===== src/rtl/axi_lite_master_pkg.sv =====
// -----------------------------------------------------------------------------
// axi_lite_master_pkg
// Shared definitions for the single-outstanding AXI4-Lite initiator:
//   - AXI response codes (BRESP/RRESP encodings)
//   - master FSM state encodings
//   - width helper for the timeout counter
// -----------------------------------------------------------------------------
package axi_lite_master_pkg;

    localparam logic [1:0] RESP_OKAY   = 2'b00;
    localparam logic [1:0] RESP_EXOKAY = 2'b01;
    localparam logic [1:0] RESP_SLVERR = 2'b10;
    localparam logic [1:0] RESP_DECERR = 2'b11;

    typedef enum logic [2:0] {
        IDLE    = 3'd0,
        WR_REQ  = 3'd1,
        WR_RESP = 3'd2,
        RD_REQ  = 3'd3,
        RD_RESP = 3'd4,
        RSP     = 3'd5
    } master_state_e;

    // Counter must be able to hold the value TIMEOUT_CYCLES itself.
    function automatic int timeout_cnt_width(input int cycles);
        int w;
        w = $clog2(cycles + 1);
        return (w < 1) ? 1 : w;
    endfunction

endpackage


===== src/rtl/axi_lite_master.sv =====
// -----------------------------------------------------------------------------
// axi_lite_master
// Single-outstanding AXI4-Lite initiator. Accepts one read or write command on
// a valid/ready stream, runs the matching AXI4-Lite transaction and returns a
// single response. All outputs are registered.
//
// Ports
//   aclk, aresetn          clock, asynchronous active-low reset
//   cmd_*                  command stream (write flag, addr, wdata, wstrb)
//   rsp_*                  response stream (write flag, rdata, resp)
//   m_axi_aw/w/b/ar/r*     AXI4-Lite master interface
//   busy                   high whenever the FSM is not in IDLE
//   timeout                sticky flag, set when a transaction waits on the
//                          slave for TIMEOUT_CYCLES cycles (0 disables)
// -----------------------------------------------------------------------------
module axi_lite_master
    import axi_lite_master_pkg::*;
#(
    parameter int          ADDR_WIDTH     = 4,
    parameter logic [2:0]  PROT           = 3'b000,
    parameter int          TIMEOUT_CYCLES = 1024
) (
    input  logic                  aclk,
    input  logic                  aresetn,

    input  logic                  cmd_valid,
    output logic                  cmd_ready,
    input  logic                  cmd_write,
    input  logic [ADDR_WIDTH-1:0] cmd_addr,
    input  logic [31:0]           cmd_wdata,
    input  logic [3:0]            cmd_wstrb,

    output logic                  rsp_valid,
    input  logic                  rsp_ready,
    output logic                  rsp_write,
    output logic [31:0]           rsp_rdata,
    output logic [1:0]            rsp_resp,

    output logic [ADDR_WIDTH-1:0] m_axi_awaddr,
    output logic [2:0]            m_axi_awprot,
    output logic                  m_axi_awvalid,
    input  logic                  m_axi_awready,
    output logic [31:0]           m_axi_wdata,
    output logic [3:0]            m_axi_wstrb,
    output logic                  m_axi_wvalid,
    input  logic                  m_axi_wready,
    input  logic [1:0]            m_axi_bresp,
    input  logic                  m_axi_bvalid,
    output logic                  m_axi_bready,
    output logic [ADDR_WIDTH-1:0] m_axi_araddr,
    output logic [2:0]            m_axi_arprot,
    output logic                  m_axi_arvalid,
    input  logic                  m_axi_arready,
    input  logic [31:0]           m_axi_rdata,
    input  logic [1:0]            m_axi_rresp,
    input  logic                  m_axi_rvalid,
    output logic                  m_axi_rready,

    output logic                  busy,
    output logic                  timeout
);

    localparam int            CW        = timeout_cnt_width(TIMEOUT_CYCLES);
    // With TIMEOUT_CYCLES=0 the limit is 0, so the counter never moves.
    localparam logic [CW-1:0] CNT_LIMIT = CW'(TIMEOUT_CYCLES);

    master_state_e         state_q, state_d;
    logic                  cmd_ready_q, cmd_ready_d;
    logic [ADDR_WIDTH-1:0] addr_q, addr_d;
    logic [31:0]           wdata_q, wdata_d;
    logic [3:0]            wstrb_q, wstrb_d;
    logic                  awvalid_q, awvalid_d;
    logic                  wvalid_q, wvalid_d;
    logic                  bready_q, bready_d;
    logic                  arvalid_q, arvalid_d;
    logic                  rready_q, rready_d;
    logic                  rsp_valid_q, rsp_valid_d;
    logic                  rsp_write_q, rsp_write_d;
    logic [31:0]           rsp_rdata_q, rsp_rdata_d;
    logic [1:0]            rsp_resp_q, rsp_resp_d;
    logic                  busy_q, busy_d;
    logic                  timeout_q, timeout_d;
    logic [CW-1:0]         cnt_q, cnt_d;

    logic                  waiting;
    logic                  aw_open;
    logic                  w_open;

    always_comb begin
        state_d     = state_q;
        cmd_ready_d = cmd_ready_q;
        addr_d      = addr_q;
        wdata_d     = wdata_q;
        wstrb_d     = wstrb_q;
        awvalid_d   = awvalid_q;
        wvalid_d    = wvalid_q;
        bready_d    = bready_q;
        arvalid_d   = arvalid_q;
        rready_d    = rready_q;
        rsp_valid_d = rsp_valid_q;
        rsp_write_d = rsp_write_q;
        rsp_rdata_d = rsp_rdata_q;
        rsp_resp_d  = rsp_resp_q;
        timeout_d   = timeout_q;
        cnt_d       = cnt_q;

        // Channels still waiting for their handshake after this cycle.
        aw_open = awvalid_q && !m_axi_awready;
        w_open  = wvalid_q  && !m_axi_wready;

        // Count only while the slave owes us something; RSP is our side.
        waiting = (state_q == WR_REQ) || (state_q == WR_RESP) ||
                  (state_q == RD_REQ) || (state_q == RD_RESP);
        if (waiting && (cnt_q != CNT_LIMIT)) begin
            cnt_d = cnt_q + CW'(1);
        end
        if ((TIMEOUT_CYCLES != 0) && waiting && (cnt_d == CNT_LIMIT)) begin
            timeout_d = 1'b1;
        end

        case (state_q)
            IDLE: begin
                if (cmd_valid && cmd_ready_q) begin
                    addr_d      = cmd_addr;
                    wdata_d     = cmd_wdata;
                    wstrb_d     = cmd_wstrb;
                    cnt_d       = '0;
                    timeout_d   = 1'b0;
                    cmd_ready_d = 1'b0;
                    if (cmd_write) begin
                        awvalid_d = 1'b1;
                        wvalid_d  = 1'b1;
                        state_d   = WR_REQ;
                    end else begin
                        arvalid_d = 1'b1;
                        state_d   = RD_REQ;
                    end
                end
            end
            WR_REQ: begin
                // AW and W complete independently, in either order.
                if (awvalid_q && m_axi_awready) awvalid_d = 1'b0;
                if (wvalid_q && m_axi_wready)   wvalid_d  = 1'b0;
                if (!aw_open && !w_open) begin
                    bready_d = 1'b1;
                    state_d  = WR_RESP;
                end
            end
            WR_RESP: begin
                if (m_axi_bvalid) begin
                    bready_d    = 1'b0;
                    rsp_write_d = 1'b1;
                    rsp_rdata_d = 32'h0;
                    rsp_resp_d  = m_axi_bresp;
                    rsp_valid_d = 1'b1;
                    state_d     = RSP;
                end
            end
            RD_REQ: begin
                if (m_axi_arready) begin
                    arvalid_d = 1'b0;
                    rready_d  = 1'b1;
                    state_d   = RD_RESP;
                end
            end
            RD_RESP: begin
                if (m_axi_rvalid) begin
                    rready_d    = 1'b0;
                    rsp_write_d = 1'b0;
                    rsp_rdata_d = m_axi_rdata;
                    rsp_resp_d  = m_axi_rresp;
                    rsp_valid_d = 1'b1;
                    state_d     = RSP;
                end
            end
            RSP: begin
                if (rsp_ready) begin
                    rsp_valid_d = 1'b0;
                    cmd_ready_d = 1'b1;
                    state_d     = IDLE;
                end
            end
            default: begin
                // Unreachable encodings fall back to a clean idle.
                awvalid_d   = 1'b0;
                wvalid_d    = 1'b0;
                bready_d    = 1'b0;
                arvalid_d   = 1'b0;
                rready_d    = 1'b0;
                rsp_valid_d = 1'b0;
                cmd_ready_d = 1'b1;
                state_d     = IDLE;
            end
        endcase

        busy_d = (state_d != IDLE);
    end

    always_ff @(posedge aclk or negedge aresetn) begin
        if (!aresetn) begin
            state_q     <= IDLE;
            cmd_ready_q <= 1'b1;
            addr_q      <= '0;
            wdata_q     <= '0;
            wstrb_q     <= '0;
            awvalid_q   <= 1'b0;
            wvalid_q    <= 1'b0;
            bready_q    <= 1'b0;
            arvalid_q   <= 1'b0;
            rready_q    <= 1'b0;
            rsp_valid_q <= 1'b0;
            rsp_write_q <= 1'b0;
            rsp_rdata_q <= '0;
            rsp_resp_q  <= '0;
            busy_q      <= 1'b0;
            timeout_q   <= 1'b0;
            cnt_q       <= '0;
        end else begin
            state_q     <= state_d;
            cmd_ready_q <= cmd_ready_d;
            addr_q      <= addr_d;
            wdata_q     <= wdata_d;
            wstrb_q     <= wstrb_d;
            awvalid_q   <= awvalid_d;
            wvalid_q    <= wvalid_d;
            bready_q    <= bready_d;
            arvalid_q   <= arvalid_d;
            rready_q    <= rready_d;
            rsp_valid_q <= rsp_valid_d;
            rsp_write_q <= rsp_write_d;
            rsp_rdata_q <= rsp_rdata_d;
            rsp_resp_q  <= rsp_resp_d;
            busy_q      <= busy_d;
            timeout_q   <= timeout_d;
            cnt_q       <= cnt_d;
        end
    end

    assign cmd_ready     = cmd_ready_q;
    assign rsp_valid     = rsp_valid_q;
    assign rsp_write     = rsp_write_q;
    assign rsp_rdata     = rsp_rdata_q;
    assign rsp_resp      = rsp_resp_q;
    assign m_axi_awaddr  = addr_q;
    assign m_axi_awprot  = PROT;
    assign m_axi_awvalid = awvalid_q;
    assign m_axi_wdata   = wdata_q;
    assign m_axi_wstrb   = wstrb_q;
    assign m_axi_wvalid  = wvalid_q;
    assign m_axi_bready  = bready_q;
    assign m_axi_araddr  = addr_q;
    assign m_axi_arprot  = PROT;
    assign m_axi_arvalid = arvalid_q;
    assign m_axi_rready  = rready_q;
    assign busy          = busy_q;
    assign timeout       = timeout_q;

endmodule


===== config.mk =====
export PLATFORM = sky130hd
export DESIGN_NAME = axi_lite_master
export DESIGN_NICKNAME = d
export VERILOG_FILES = /design/src/rtl/axi_lite_master_pkg.sv /design/src/rtl/axi_lite_master.sv
export SDC_FILE = /design/constraint.sdc
export NUM_CORES = 1
export LEC_CHECK = 0
export CELL_PAD_IN_SITES_DETAIL_PLACEMENT = 0
export CELL_PAD_IN_SITES_GLOBAL_PLACEMENT = 1
export CORE_MARGIN = 2
export CORE_UTILIZATION = 31
export DETAILED_ROUTE_END_ITERATION = 12
export PLACE_DENSITY_LB_ADDON = 0.1
export SYNTH_ARGS = -nofsm -noshare
export SYNTH_HDL_FRONTEND = slang
export SYNTH_SLANG_ARGS = --single-unit

===== constraint.sdc =====
create_clock -name aclk -period 2.1 [get_ports aclk]
set_clock_uncertainty 0.1 [all_clocks]
set_input_delay 0.42 -clock aclk [delete_from_list [all_inputs] [get_ports aclk]]
set_output_delay 0.42 -clock aclk [all_outputs]
set_load 0.02 [all_outputs]

# Yosys cells after proc, flatten, opt, wreduce, memory -nomap -nowiden
# Cells that the tools add are included.
[classes]
add_sub_neg = 1
eq_ne = 17
muxes = 44
n_bitwise = 6
reduce_logical = 33
[ops]
columns = ["cell", "count"]
rows = [
  ["two-way mux 32 bit", 2],
  ["case mux 32 bit (2 select lines)", 1],
  ["two-way mux 11 bit", 3],
  ["OR reduction 4 bit", 5],
  ["two-way mux 1 bit", 19],
  ["two-way mux 3 bit", 6],
  ["case mux 1 bit (3 select lines)", 6],
  ["case mux 3 bit (6 select lines)", 1],
  ["AND reduction 4 bit", 4],
  ["!= test 2 bit (second input constant)", 7],
  ["AND reduction 3 bit", 4],
  ["adder 11 x 1 -> 11 bit (second input constant)", 1],
  ["equality test 11 bit (second input constant)", 1],
  ["!= test 11 bit (second input constant)", 1],
  ["logical AND 1 bit", 8],
  ["equality test 3 x 2 -> 1 bit (second input constant)", 2],
  ["equality test 3 bit (second input constant)", 2],
  ["two-way mux 2 bit", 3],
  ["!= test 2 x 1 -> 1 bit (second input constant)", 3],
  ["inverter 1 bit", 6],
  ["logical NOT 1 bit", 4],
  ["case mux 1 bit (4 select lines)", 1],
  ["case mux 2 bit (2 select lines)", 1],
  ["equality test 3 x 1 -> 1 bit (second input constant)", 1],
  ["other kinds (7)", 9],
]
[totals]
ff_bits = 98
inputBits = 86
output_inout_bits = 94
wordCells = 118

# Longest topological paths before layout
[depth]
word_depth = 11
mapped_depth = 7
depth_no_buf = 7

# Least setup slack after synthesis
# No wires, ideal clock.
[synth_path]
kind = "register to register"
startpoint = "register wvalid_q, in the netlist m_axi_wvalid"
endpoint = "register busy_q, in the netlist busy"
setup_time_ns = 0.131
arrival_ns = 1.593
t_required_ns = 1.869
slack_ns = 0.276
path_stages_with_launch = 6
path_buffers = 0
synth_period_minus_slack_ns = 1.824
path_cell_list = "dfrtp_1 > nor2b_1 > o311ai_2 > o31ai_1 > a211o_1 > or3_1"
[synth_between]
elab_chain_len = 6
[synth_rtl]
columns = ["element", "line", "source"]
rows = [
  ["start, declared", "axi_lite_master.sv:73", "logic wvalid_q, wvalid_d;"],
  ["start signal, assigned", "axi_lite_master.sv:225", "wvalid_q <= wvalid_d;"],
  ["logical AND 1 bit", "axi_lite_master.sv:109", "w_open = wvalid_q && !m_axi_wready;"],
  ["logical NOT 1 bit", "axi_lite_master.sv:144", "if (!aw_open && !w_open) begin"],
  ["logical AND 1 bit", "axi_lite_master.sv:144", ""],
  ["two-way mux 3 bit", "axi_lite_master.sv:144", ""],
  ["case mux 3 bit (6 select lines)", "axi_lite_master.sv:121", "case (state_q)"],
  ["via state_d[0]", "axi_lite_master.sv:67", "master_state_e state_q, state_d;"],
  ["nonzero test 3 bit", "axi_lite_master.sv:196", "busy_d = (state_d != IDLE);"],
  ["via busy_d", "axi_lite_master.sv:81", "logic busy_q, busy_d;"],
  ["end signal, assigned", "axi_lite_master.sv:233", "busy_q <= busy_d;"],
  ["end, declared", "axi_lite_master.sv:81", ""],
]
# The timed path passes the listed nets, and every way through them passes these cells.
# A chain may end at the register's enable or synchronous reset.

# Worst setup path after layout
[layout_path]
startpoint = "register cmd_ready_q, in the netlist cmd_ready"
endpoint = "output cmd_ready"
[layout_lines]
columns = ["element", "line", "source"]
rows = [
  ["start, declared", "axi_lite_master.sv:68", "logic cmd_ready_q, cmd_ready_d;"],
  ["start signal, assigned", "axi_lite_master.sv:220", "cmd_ready_q <= cmd_ready_d;"],
  ["end, declared", "axi_lite_master.sv:27", "output logic cmd_ready,"],
]
# No word-level cell between the ends.

==> flow_metrics.py <==
metrics = {
    "status": {
        "status": "finished clean",
    },
    "drt": {
        "via_per_inst": 4.508,
        "wire_per_inst_um": 13.85,
        "routed_wl_mm": 11.93,
        "drtAntennaViolNets": 0,
        "drt_first_iter_violations": 139,
        "drc": 0,
        "firstDrtPassIters": 4,
        "vias": 3881,
    },
    "synthesis": {
        "syn_area_um2": 4482,
        "synth_top_area_share_pct": 54.16,
        "yosysWarnings": 0,
        "syn_inst": 508,
        "async_flop_share_pct": 100.0,
        "synth_xor_xnor_area_share_pct": 2.345,
        "synthFlopType": "dfrtp_1",
        "synth_most_common_cell": "nand2_1",
        "synth-compound-area-share_pct": 11.19,
        "ys_top_cells_by_count": "nand2_1, dfrtp_1, o21ai_0, nor2_1, clkbuf_1",
        "synth_simple_gate_area_share_pct": 24.12,
        "ys_types": 54,
        "synthAdderAreaFrac_pct": 0.5583,
        "synthMuxAreaShare_pct": 0.9213,
        "synth_edf_count": 0,
        "ys_ff_latch": 98,
        "synth_top_family_by_area": "simple AND/OR/NAND/NOR gates",
        "synth_seq_area_share_pct": 54.75,
        "synth_area_leaders": "dfrtp_1, nand2_1, o21ai_0",
        "yosysTopAreaCell": "dfrtp_1",
        "syn_area_per_cell_um2": 8.822,
    },
    "grt": {
        "grt_pass1_vias": 3868,
        "antenna_found_initial": 0,
        "overflow": 0,
        "grt_max_degree": 90,
        "gr-usage-all-layers_pct": 15.94,
        "grt_pass1_wl_mm": 20.04,
    },
    "placement": {
        "placed_cells": 844,
        "dp_hpwl_mm": 8.618,
        "dpl_cell_area_um2": 6420,
        "place.gp.congestion": 0.8078,
        "io_buffers": 173,
    },
    "timing": {
        "worst_pin_slew_ns": 0.5116,
        "fmax_mhz": 490.0,
        "period_minus_slack_ns": 2.041,
        "tns_ns": 0,
        "setup_viol": 0,
        "rsz0062_at_grt": "no",
        "period_share_pct": 97.18,
        "max_slew_margin_pct": 65.89,
        "report.final.hold_viol_count": 0,
        "final-max-slew-violation-count": 0,
    },
    "floorplan": {
        "dieArea_um2": 15440,
        "die_h_um": 124.2,
        "ios": 180,
        "die_x_um": 124.2,
        "core-area_um2": 13990,
        "num_rows": 43,
        "start_util_pct": 32.04,
    },
    "critical_path": {
        "worst_setup_path_end_kind": "output port",
        "path_cells": "clkdlybuf4s50_1",
        "cp_data_required_time_ns": 1.58,
        "crit_buf_inv": 1,
        "critical_path_class": "reg2out",
        "start_kind": "flip-flop",
        "critPathMaxStageDelay_ns": 0.61,
        "cp_top_family": "buffers and inverters",
        "arrival_ns": 1.52,
        "slowest_stage": "clkdlybuf4s50_1",
        "path_max_fanout": 5,
    },
    "hold_path": {
        "hp-class": "in2async",
    },
    "clock_network": {
        "postCtsSetupBuffers": 0,
        "clock_latency_ns": 0.34,
        "clk_pin_slew_worst_paths_ns": 0.06,
        "cts_tree": "built",
        "cts_sinks": 98,
        "clock-root-buffer": "clkbuf_16",
        "clk_path_buf_depth": 2,
        "ctsHtreeMaxLevel": 3,
        "cts_inserted_buffers": 9,
    },
    "cells_and_area": {
        "fin_nets": 764,
        "final_cells": 861,
        "area_growth_pct": 50.67,
        "n_antenna_cell": 0,
        "drive_gt1_share_pct": 6.902,
        "nFillCells": 1355,
        "final_core_util_pct": 48.27,
        "final_area_um2": 6753,
    },
    "job": {
        "drv_cap": 0,
    },
    "power_and_ir_drop": {
        "power_density_nw_per_um2": 1482,
        "peakVddDrop_mv": 0.6264,
        "power_leakage_nw": 3.005,
    },
}
[final timing paths]
check	startpoint	end	slack, ns	cells past startpoint
max	cmd_ready	cmd_ready	0.06	1
min	aresetn	m_axi_wdata[6]	0.35	2
max reg2reg	state_q[1]	busy	0.20	6
min reg2reg	rsp_rdata[11]	rsp_rdata[11]	0.37	2
max in group asynchronous	aresetn	cmd_ready	0.82	3
min in group aclk	rsp_rdata[11]	rsp_rdata[11]	0.37	2
[power by group]
group / switching, mW / leakage [nW] / total [mW] / internal [mW]
registers: 0.665 / 1.27 / 3.42 / 2.76
clock network: 0.707 / 0.151 / 1.75 / 1.04
logic: 2.55 / 1.59 / 4.84 / 2.29
[cells by family after synthesis]
group           after synthesis
simple gates                256
flops                        98
compound gates               83
buf+inv                      52
xor+xnor                     12
mux                           4
fa+ha+maj                     2
other cells                   1
[final cells by class]
cell class / instances / area, um^2 / area share [%]
sequential: 98 / 2454 / 36.33
timing repair buffer: 193 / 1923 / 28.48
multi-input combinational: 363 / 1790 / 26.51
clock buffer: 9 / 225.2 / 3.335
tap: 180 / 225.2 / 3.335
clock inverter: 7 / 93.84 / 1.390
inverter: 11 / 41.29 / 0.6115
[worst reg2reg max path: stages, from the launching register on]
cell and delay [ns]:
dfrtp_1 0.53, buf_4 0.22, nand3b_1 0.11, a21o_2 0.15, inv_1 0.05, a211o_1 0.27, or3_1 0.35
[per-layer routing]
metal	GRT usage (%)	up-vias	part of all wire (%)
met3	5.508	13	8.3
met2	25.20	127	46
met1	20.35	1767	44
met4	5.552	0	1.5
li1	-	1974	-
met5	0	-	0
[sequential cells by signal, indices dropped and copies added (netlist names)]
signal         count
busy               1
m_axi_bready       1
state_q            3
m_axi_rready       1
m_axi_wdata       32
rsp_resp           2
m_axi_wvalid       1
m_axi_wstrb        4
cnt_q             11
rsp_rdata         32
cmd_ready          1
timeout            1
rsp_write          1
rsp_valid          1
m_axi_araddr       4
m_axi_arvalid      1
m_axi_awvalid      1
[through the flow]
stage          total power [mW]  worst slack, ns  hold slack (ns)
4_1_cts                   10.15          0.02998           0.3428
3_5_place_dp              8.341         -0.09040           0.1632
3_3_place_gp              8.270         -0.08064           0.1623
2_1_floorplan             6.059           0.2759          0.02441
5_1_grt                   10.76         0.004265           0.3501
6_report                  10.01          0.05924           0.3492
[cells in the final DEF (no fill, tap or decap), types with 2 or more instances in the layout]
cell	count
o21bai_1	3
nand4b_1	2
clkinv_2	2
nand3b_1	3
o21a_1	2
nor3_4	2
bufinv_16	2
dfrtp_1	97
clkdlybuf4s50_1	172
nand4_1	2
and2_1	2
nor3_1	4
nor2_1	17
mux2i_1	3
a21oi_1	13
and4_1	2
nand3_1	4
nand2_1	202
and3_1	5
ha_1	2
xnor2_1	8
inv_1	11
clkbuf_16	9
a31oi_1	4
clkinvlp_4	2
xor2_1	4
buf_4	16
nor2b_1	4
conb_1	6
buf_12	3
a22o_1	2
o21ai_0	42
a311oi_1	3
[what timing repair did]
| item | in CTS | in global routing |
|---|---|---|
| gates resized for setup | 0 | 1 |
| endpoints found under the setup margin | 0 | 2 |
| hold buffers | 1 | 0 |
| endpoints found under the hold margin | 9 | 0 |
No activity file was read; power rests on OpenSTA's default activity.
